$ cat src/rtl/demux_pkg.sv
// -----------------------------------------------------------------------------
// demux_pkg
//   Shared definitions for the registered 1-to-4 demultiplexer.
//   - LANE_1..LANE_4 : 2-bit lane select encodings ({s1,s0} and ptr values)
//   - NUM_LANES      : number of output lanes
//   - DEFAULT_WIDTH  : default data width of the input word and each lane
//   - target_lane()  : picks the lane addressed this cycle
// -----------------------------------------------------------------------------
package demux_pkg;

   localparam int unsigned NUM_LANES     = 4;
   localparam int unsigned DEFAULT_WIDTH = 8;

   localparam logic [1:0] LANE_1 = 2'b00;
   localparam logic [1:0] LANE_2 = 2'b01;
   localparam logic [1:0] LANE_3 = 2'b10;
   localparam logic [1:0] LANE_4 = 2'b11;

   // Round-robin mode uses the pointer; select mode uses {s1,s0}.
   // Both encodings share the LANE_x values, so no translation is needed.
   function automatic logic [1:0] target_lane(
      input logic       rr_mode,
      input logic [1:0] ptr,
      input logic       s1,
      input logic       s0
   );
      logic [1:0] lane;
      lane = rr_mode ? ptr : {s1, s0};
      return lane;
   endfunction

endpackage : demux_pkg

$ cat src/rtl/demux_lane_reg.sv
// -----------------------------------------------------------------------------
// demux_lane_reg
//   One-entry output register for a single demux lane.
//
//   Ports
//     clk         : clock, rising edge
//     rst         : asynchronous active-high reset (clears data and valid)
//     load_i      : write data_i into the register this cycle
//     data_i      : word to load
//     out_ready_i : lane consumer takes the held word this cycle
//     data_o      : held word (keeps its last value after delivery)
//     valid_o     : register holds an undelivered word
//     ready_o     : register is empty or draining this cycle
//
//   Handshake: a word leaves when valid_o & out_ready_i at a rising edge.
//   The parent only raises load_i while ready_o is high, so a held word is
//   never overwritten before delivery. Load and delivery in the same cycle
//   replace the word with no bubble.
// -----------------------------------------------------------------------------
module demux_lane_reg #(
   parameter int unsigned WIDTH = demux_pkg::DEFAULT_WIDTH
) (
   input  logic             clk,
   input  logic             rst,
   input  logic             load_i,
   input  logic [WIDTH-1:0] data_i,
   input  logic             out_ready_i,
   output logic [WIDTH-1:0] data_o,
   output logic             valid_o,
   output logic             ready_o
);

   logic [WIDTH-1:0] data_q;
   logic [WIDTH-1:0] data_d;
   logic             valid_q;
   logic             valid_d;

   always_comb begin
      data_d  = data_q;
      valid_d = valid_q;
      // Delivery empties the register; a load in the same cycle refills it.
      if (valid_q && out_ready_i) begin
         valid_d = 1'b0;
      end
      if (load_i) begin
         data_d  = data_i;
         valid_d = 1'b1;
      end
   end

   always_ff @(posedge clk or posedge rst) begin
      if (rst) begin
         data_q  <= '0;
         valid_q <= 1'b0;
      end else begin
         data_q  <= data_d;
         valid_q <= valid_d;
      end
   end

   assign data_o  = data_q;
   assign valid_o = valid_q;
   assign ready_o = (~valid_q) | out_ready_i;

endmodule : demux_lane_reg

$ cat src/rtl/demux_1to4_reg.sv
// -----------------------------------------------------------------------------
// demux_1to4_reg
//   Registered 1-to-4 demultiplexer with per-lane backpressure and an
//   optional round-robin distribution mode.
//
//   Ports
//     clk                       : clock, rising edge
//     rst                       : asynchronous active-high reset
//     in_data  [WIDTH-1:0]      : input word
//     in_valid                  : in_data offered this cycle
//     in_ready                  : target lane can take a word this cycle
//     s1, s0                    : lane select (select mode), {s1,s0} = lane-1
//     rr_mode                   : 1 = round-robin via ptr, 0 = select mode
//     out_1..out_4              : lane data registers
//     out_valid_1..out_valid_4  : lane holds an undelivered word
//     out_ready_1..out_ready_4  : lane consumer takes the word this cycle
//     ptr_dbg  [1:0]            : current round-robin pointer (observability)
//
//   Handshake: a transfer happens on a rising edge where valid & ready are
//   both high, on the input side and independently on each lane. in_ready
//   depends only on the target lane's state and its out_ready, never on
//   in_valid, so a producer may wait for in_ready before raising in_valid.
// -----------------------------------------------------------------------------
module demux_1to4_reg
   import demux_pkg::*;
#(
   parameter int unsigned WIDTH = DEFAULT_WIDTH
) (
   input  logic             clk,
   input  logic             rst,
   input  logic [WIDTH-1:0] in_data,
   input  logic             in_valid,
   output logic             in_ready,
   input  logic             s1,
   input  logic             s0,
   input  logic             rr_mode,
   output logic [WIDTH-1:0] out_1,
   output logic [WIDTH-1:0] out_2,
   output logic [WIDTH-1:0] out_3,
   output logic [WIDTH-1:0] out_4,
   output logic             out_valid_1,
   output logic             out_valid_2,
   output logic             out_valid_3,
   output logic             out_valid_4,
   input  logic             out_ready_1,
   input  logic             out_ready_2,
   input  logic             out_ready_3,
   input  logic             out_ready_4,
   output logic [1:0]       ptr_dbg
);

   logic [1:0]           target;
   logic                 accept;
   logic [NUM_LANES-1:0] lane_load;
   logic [NUM_LANES-1:0] lane_valid;
   logic [NUM_LANES-1:0] lane_ready;
   logic [NUM_LANES-1:0] lane_out_ready;
   logic [WIDTH-1:0]     lane_data [NUM_LANES];

   logic [1:0]           ptr_q;
   logic [1:0]           ptr_d;

   assign lane_out_ready = {out_ready_4, out_ready_3, out_ready_2, out_ready_1};

   // Target is recomputed every cycle from the live select inputs; nothing
   // about the destination is captured before the word is accepted.
   assign target = target_lane(rr_mode, ptr_q, s1, s0);

   // Only the target lane is considered: in round-robin mode a full,
   // non-draining lane stalls the input rather than skipping ahead.
   assign in_ready = lane_ready[target];
   assign accept   = in_valid & in_ready;

   always_comb begin
      lane_load = '0;
      if (accept) begin
         case (target)
            LANE_1:  lane_load = 4'b0001;
            LANE_2:  lane_load = 4'b0010;
            LANE_3:  lane_load = 4'b0100;
            LANE_4:  lane_load = 4'b1000;
            default: lane_load = '0;
         endcase
      end
   end

   // The pointer advances only on round-robin accepts; switching rr_mode
   // leaves it untouched so distribution resumes where it stopped.
   always_comb begin
      ptr_d = ptr_q;
      if (accept && rr_mode) begin
         ptr_d = ptr_q + 2'd1;
      end
   end

   always_ff @(posedge clk or posedge rst) begin
      if (rst) begin
         ptr_q <= LANE_1;
      end else begin
         ptr_q <= ptr_d;
      end
   end

   for (genvar k = 0; k < NUM_LANES; k++) begin : g_lane
      demux_lane_reg #(
         .WIDTH (WIDTH)
      ) u_lane (
         .clk         (clk),
         .rst         (rst),
         .load_i      (lane_load[k]),
         .data_i      (in_data),
         .out_ready_i (lane_out_ready[k]),
         .data_o      (lane_data[k]),
         .valid_o     (lane_valid[k]),
         .ready_o     (lane_ready[k])
      );
   end

   assign out_1       = lane_data[0];
   assign out_2       = lane_data[1];
   assign out_3       = lane_data[2];
   assign out_4       = lane_data[3];
   assign out_valid_1 = lane_valid[0];
   assign out_valid_2 = lane_valid[1];
   assign out_valid_3 = lane_valid[2];
   assign out_valid_4 = lane_valid[3];
   assign ptr_dbg     = ptr_q;

endmodule : demux_1to4_reg

$ cat config.mk
export PLATFORM = sky130hd
export DESIGN_NAME = demux_1to4_reg
export DESIGN_NICKNAME = d
export VERILOG_FILES = /design/src/rtl/demux_pkg.sv /design/src/rtl/demux_lane_reg.sv /design/src/rtl/demux_1to4_reg.sv
export SDC_FILE = /design/constraint.sdc
export NUM_CORES = 1
export LEC_CHECK = 0
export ABC_AREA = 1
export BUFFER_PORTS_ARGS = -buffer_cell sky130_fd_sc_hd__buf_2
export CAP_MARGIN = 20
export CORE_MARGIN = 2
export CORE_UTILIZATION = 51
export DETAILED_ROUTE_END_ITERATION = 6
export PLACE_DENSITY_LB_ADDON = 0.15
export SLEW_MARGIN = 25
export SYNTH_ARGS = -nofsm -noshare
export SYNTH_HDL_FRONTEND = slang
export SYNTH_SLANG_ARGS = --single-unit
export TNS_END_PERCENT = 1
$ cat constraint.sdc
create_clock -name clk -period 1.85 [get_ports clk]
set_input_delay 0.37 -clock clk [delete_from_list [all_inputs] [get_ports clk]]
set_output_delay 0.37 -clock clk [all_outputs]
set_load 0.05 [all_outputs]
==> results of run 1 <==
## flip-flops by register name, indices dropped and copies added, names as in the netlist
register,cells
g_lane.u_lane.data_o,32
g_lane.u_lane.valid_o,4
ptr_dbg,2
## critical path, cell delays in order (launching register included)
cell,delay [ns]
dfrtp_1,0.42
nand2_2,0.12
nand2_8,0.10
nand3_2,0.09
nand2_2,0.09
nor2_8,0.10
buf_8,0.15
## routing by layer
metal | vias up | wire length [um] | track usage, %
met1 | 703 | 1790 | 28.4
met5 | - | 0 | 0
met2 | 46 | 1820 | 33.2
met4 | 0 | 64 | 7.98
met3 | 7 | 240 | 4.17
li1 | 764 | - | -
## stage by stage
stage | setup slack (ns) | instance area [um2] | hold slack (ns)
after floorplan | 0.0201 | 1860 | 0.451
after global placement | 0.133 | 2180 | 0.451
after detailed placement | 0.123 | 2180 | 0.453
after CTS | 0.0182 | 2250 | 0.132
after global routing | -0.0000692 | 2290 | 0.175
final | 0.0735 | 2290 | 0.111
## report_power, final
group	total [mW]	switching, mW	internal, mW
registers	1.39	0.192	1.19
clock network	0.395	0.258	0.137
logic	2.57	1.97	0.598
## Yosys cell counts
cell and n:
inv_1 16, nor2_1 4, nand2_8 1, nand3_1 3
buf_2 1, inv_4 1, nand2_2 7, dfrtp_1 38
nand4_2 2, inv_2 2, xor2_1 1, o21ai_0 1
nand4_1 19, nor2_8 1, o21ai_2 16, nand3_2 2
nor2_4 2, nand4_4 2, o21ai_1 3, nand2_4 4
nand2_1 61, clkbuf_1 1, buf_6 4
## final timing paths
check                                            from                          to  slack, ns
max in group asynchronous                         rst  g_lane[2].u_lane.data_o[6]       1.41
max                                        ptr_dbg[1]                    in_ready       0.07
max reg2reg                                ptr_dbg[0]  g_lane[3].u_lane.data_o[3]       0.28
min in group clk                          out_ready_1    g_lane[0].u_lane.valid_o       0.19
min reg2reg                g_lane[1].u_lane.data_o[1]  g_lane[1].u_lane.data_o[1]       0.47
min                                               rst  g_lane[3].u_lane.data_o[1]       0.11
## kinds of logic (layout without fill, tap and decap cells)
group,after synthesis,count (layout),synth area share [%]
AO/OA/AOI/OAI,20,20,8.59
XOR/XNOR,1,1,0.470
buffers and inverters,25,91,6.85
flip-flops,38,38,51.0
AND/OR/NAND/NOR,108,108,33.1
## area by class of cell
| cell class | instances | area (um2) | area share [%] |
|---|---|---|---|
| clock buffer | 5 | 37.5 | 1.64 |
| clock inverter | 2 | 10.0 | 0.436 |
| inverter | 19 | 73.8 | 3.22 |
| timing repair buffer | 65 | 358 | 15.6 |
| tap | 46 | 57.6 | 2.51 |
| multi-input combinational | 129 | 806 | 35.1 |
| sequential | 38 | 951 | 41.5 |
## layout by cell type (no fill, tap or decap), drive strengths merged
cell type and instances:
o21ai 20, nor2 7, buf 65, nand3 5
clkbuf 5, inv 19, nand4 23, xor2 1
clkinv 2, dfrtp 38, nand2 73
## what timing repair did
action                                  CTS  global route
endpoints found under the setup margin    1             1
buffers inserted                          2             3
resized for setup                         3             6
pin swaps                                 0             6
hold endpoints to repair                  0             0
==> key figures, run 1 <==
Final layout
  • Fillers: between 300 and 400
  • Layout area overhead: 23.0%
  • Layout cells sized above 1: 45.7%
  • Antenna cells: 0
  • Finished Layout Cells: 304
  • Post-layout util: between 60 and 70%
  • Final net count: between 200 and 300

STA
  • Final setup viols: 0
  • Final Hold Fails: 0
  • Clock Skews: slightly below 0.005 ns
  • Achievable Freq: approximately 560 MHz
  • Max_slew headroom: between 60% and 70%
  • Setup TNS Final: 0 ns
  • Post-layout min period: around 1.8 ns
  • Pins Over Slew Limit: 0
  • Final Cycle Share: 96.0%
  • Slew at the pin with the worst max-slew slack: 0.462 ns

Clocking
  • Deepest clock path buffer count: 2
  • Clock Tree Root: clkbuf_4
  • CTS buffer count: 5
  • CTS Hold Bufs: 0
  • Worst-path clk slew: 0.11 ns
  • Clk_lat worst skew: about 0.34 ns
  • H-tree levels: 2
  • Num Clock Sinks: 38
  • CTS tree: yes

Logic synthesis
  • Seq/Total Area, Yosys: between 50 and 60%
  • Synth warn: 0
  • Synth top area cells: dfrtp_1, nand2_1, o21ai_2
  • Post-Syn Instances: 192
  • Synth Cell Area: ~0.0019 mm2
  • Library cells used by synthesis: 23
  • Top cell type's share of synthesized area: about half
  • Mapped Avg Cell Area: around 9.7 um2
  • Synth area leader: dfrtp_1
  • Synthesized Nets: 210
  • #FFs+latches synth: 38

Global route
  • Pin count of the biggest net entering global routing: 39
  • Antenna violations before repair: 0
  • GR Util All Layers: between 20% and 30%
  • Vias in the first global route: approximately 1500
  • First-pass GRT wire length: 6610 um
  • GRT overflow: 0

Power
  • Total power: between 4 and 5 mW
  • P per Cell Area: about 1900 mW/mm2
  • VDD IR-drop max: just under 1000 uV
  • Leak: around 1.3 nW

Worst setup path
  • Crit path arrival time: between 1 and 1.5 ns
  • Reg2Reg Depth: 10
  • Setup Crit Path Kind: reg2out
  • Worst-path maximum fanout: 7
  • Startpoint Class: register
  • Crit end category: primary output
  • Worst EP required: about 1.5 ns

Flow run
  • Max-cap violations: 0

Place
  • GPL Wtd Cong: 0.773
  • IO Port Bufs: 56
  • Cells after DPL: about 290
  • Detailed Place HPWL: ~2900 um

Floorplan
  • Die area: 0.00416 mm2
  • Initial Util: a little over half
  • Die W: between 60 and 70 um
  • I/O Pins: 57
  • Die height: 64.5 um
  • FP Rows: 21
  • Core area: between 0.003 and 0.004 mm2

Route
  • Routed Wire Length: 3920 um
  • Violation count after the first detailed-route iteration: between 90 and 100
  • Routed vias: 1520
  • Drt pass-1 iters: 4
  • DRC viols: 0
  • WL/cell: ~13 um
  • Post-DRT Antenna Nets: 0
  • Avg Vias per Cell: 5.00

Worst hold path
  • Worst hold path class: in2async

Outcome
  • Status: finished, final reports clean
Note: power is estimated with default switching activity, not from simulation.
==> run 2: changes to the inputs <==
--- a/config.mk
+++ b/config.mk
@@ -8,8 +8,10 @@
 export ABC_AREA = 1
 export BUFFER_PORTS_ARGS = -buffer_cell sky130_fd_sc_hd__buf_2
 export CAP_MARGIN = 20
+export CELL_PAD_IN_SITES_DETAIL_PLACEMENT = 1
+export CELL_PAD_IN_SITES_GLOBAL_PLACEMENT = 2
 export CORE_MARGIN = 2
-export CORE_UTILIZATION = 51
+export CORE_UTILIZATION = 30
 export DETAILED_ROUTE_END_ITERATION = 6
 export PLACE_DENSITY_LB_ADDON = 0.15
 export SLEW_MARGIN = 25
==> run 2 against run 1 <==
Against the previous run:
- first-iteration DRC count decreased by 54%
- worst hold slack better by 0.069 ns
- via count shrank 0.66%
- design area increased by 4.4%
- maximum frequency up 1.2%
- sequential cell count unchanged
- global-route usage decreased by 6.5 points
- count of clock-buffer cells in the layout grew 1
- die area increased by 65%
- critical path type unchanged
==> key figures, run 2 (synthesized netlist as in run 1, its figures left out) <==
Final layout
  • Most frequent cells in the layout: nand2_1, buf_2, dfrtp_1
  • Layout area overhead: 28.5%
  • Most common cell after layout, fill and taps aside: nand2_1
  • Antenna cells: 0
  • Layout cells sized above 1: approximately 47%
  • Number of flip-flops in the largest register: 32
  • Final net count: 277

Floorplan
  • Die height: 82.8 um
  • Core area: about 0.0060 mm2
  • I/O Pins: 57
  • Initial Util: a little under a third
  • Die area: 0.00686 mm2
  • Die W: 82.8 um
  • FP Rows: 28

STA
  • Final setup viols: 0
  • Max_slew headroom: just under 70%
  • Post-layout min period: about 1.8 ns
  • Pins Over Slew Limit: 0
  • Slew at the pin with the worst max-slew slack: just under 0.5 ns
  • Clock Skews: between 0.003 and 0.004 ns
  • RSZ-0062 raised after global routing: false
  • Setup TNS Final: 0 ns
  • Achievable Freq: between 500 and 600 MHz
  • Final Hold Fails: 0
  • Final Cycle Share: 94.9%
  • Worst Setup Slack, final: 0.0941 ns

Worst setup path
  • Worst-path cell chain: inv_2, nand2_1, nand2_4, nand3_2, nand2_4, nor2_8, buf_8
  • R2r endpoint: g_lane[1].u_lane.data_o[7]
  • Reg2Reg Depth: 10
  • Crit end category: primary output
  • FF-to-FF setup slack: 0.21 ns
  • Slowest stage cell on the critical path: dfrtp_2
  • Crit path arrival time: roughly 1.4 ns
  • CP most frequent cell: nand2_4
  • Worst R2R Start: ptr_dbg[0]
  • Setup Crit Path Kind: reg2out
  • Startpoint Class: register
  • Worst-path maximum fanout: 4
  • Worst path max stage delay: 0.43 ns
  • Worst EP required: between 1 and 1.5 ns

Clocking
  • Clk_lat worst skew: ~0.29 ns
  • H-tree levels: 2
  • CTS tree: yes
  • CTS Hold Bufs: 0
  • Clock Tree Root: clkbuf_8
  • Num Clock Sinks: 38
  • Worst-path clk slew: about 0.08 ns
  • Deepest clock path buffer count: 2
  • CTS buffer count: 5

Global route
  • Antenna violations before repair: 0
  • GR Util All Layers: roughly 14%
  • Vias in the first global route: between 1500 and 2000
  • GRT overflow: 0
  • First-pass GRT wire length: between 7000 and 8000 um
  • Pin count of the biggest net entering global routing: 39

Flow run
  • Max-cap violations: 0

Route
  • Routed Wire Length: roughly 4700 um
  • Violation count after the first detailed-route iteration: 45
  • DRC viols: 0
  • Post-DRT Antenna Nets: 0
  • WL/cell: 14.0 um
  • Avg Vias per Cell: between 4 and 5
  • Routed vias: 1510
  • Drt pass-1 iters: 4

Worst hold path
  • Worst hold path class: in2async

Place
  • GPL Wtd Cong: between 0.8 and 0.9
  • IO Port Bufs: 56
  • Setup WS pre-CTS: slightly above 0.09 ns
  • Detailed Place HPWL: between 3000 and 4000 um

Power
  • VDD IR-drop max: slightly below 900 uV
  • Total power: around 4.6 mW
  • P per Cell Area: around 1900 mW/mm2
  • Leak: about 1.3 nW

Outcome
  • Status: finished, final reports clean
## run 2: cell count changes in the layout (fill, tap and decap cells not counted)
cell,previous run,this run
dfrtp_1,38,36
nor2_2,1,0
clkinvlp_4,0,1
clkbuf_4,5,0
nor2_1,3,4
clkinv_2,2,1
nand2_2,10,8
dfrtp_2,0,2
clkbuf_8,0,6
buf_4,9,10
nand2_4,4,6
## run 2: cell type report
| cell class | instances | area (um2) |
|---|---|---|
| timing repair buffer | 66 | 365 |
| clock buffer | 6 | 82.6 |
| tap | 75 | 93.8 |
| inverter | 19 | 73.8 |
| sequential | 38 | 953 |
| clock inverter | 2 | 12.5 |
| multi-input combinational | 129 | 813 |
| fill | 728 | 3560 |
## run 2: repair_timing
action                                  in CTS  in global routing
pin swaps                                    0                  5
setup buffers                                0                  5
hold endpoints to repair                     0                  0
endpoints found under the setup margin       1                  1
gates resized for setup                      4                  8
## run 2: layer usage
| metal | global-route usage, % | vias up | part of all wire (%) |
|---|---|---|---|
| met5 | 0 | - | 0 |
| met4 | 4.02 | 0 | 1.1 |
| met3 | 3.68 | 6 | 4.1 |
| met2 | 22.1 | 34 | 46 |
| met1 | 20.1 | 708 | 48 |
| li1 | - | 762 | - |
## run 2: critical path: cells and delay by family, from the launching register on
family / cells / cell delay (ns)
simple gates: 5 / 0.44
buf+inv: 2 / 0.20
flops: 1 / 0.43
## run 2: report_power, final
| part | leakage (nW) | switching [mW] | total (mW) | internal (mW) |
|---|---|---|---|---|
| Clock | 0.0472 | 0.302 | 0.602 | 0.300 |
| Combinational | 0.769 | 1.97 | 2.58 | 0.602 |
| Sequential | 0.472 | 0.207 | 1.41 | 1.20 |
| Total | 1.29 | 2.48 | 4.58 | 2.10 |
## run 2: per-stage QoR
stage          instances  utilization, %  cell area [um2]  hold WS (ns)
3_3_place_gp         322            37.3             2220         0.454
6_report             335            40.2             2390         0.180
5_1_grt              335            40.2             2390         0.211
3_5_place_dp         322            37.3             2220         0.461
4_1_cts              330            39.1             2330         0.200
2_1_floorplan        192               -             1860         0.451
## run 2: how the worst max path moves through the flow
stage,startpoint,end,slack [ns],depth (start not counted)
after floorplan,ptr_dbg[0],in_ready,0.02,6
after global placement,rr_mode,in_ready,0.1,8
after detailed placement,rr_mode,in_ready,0.09,8
after CTS,ptr_dbg[1],in_ready,0.008,6
after global routing,ptr_dbg[0],in_ready,0.004,7
final,ptr_dbg[0],in_ready,0.09,7
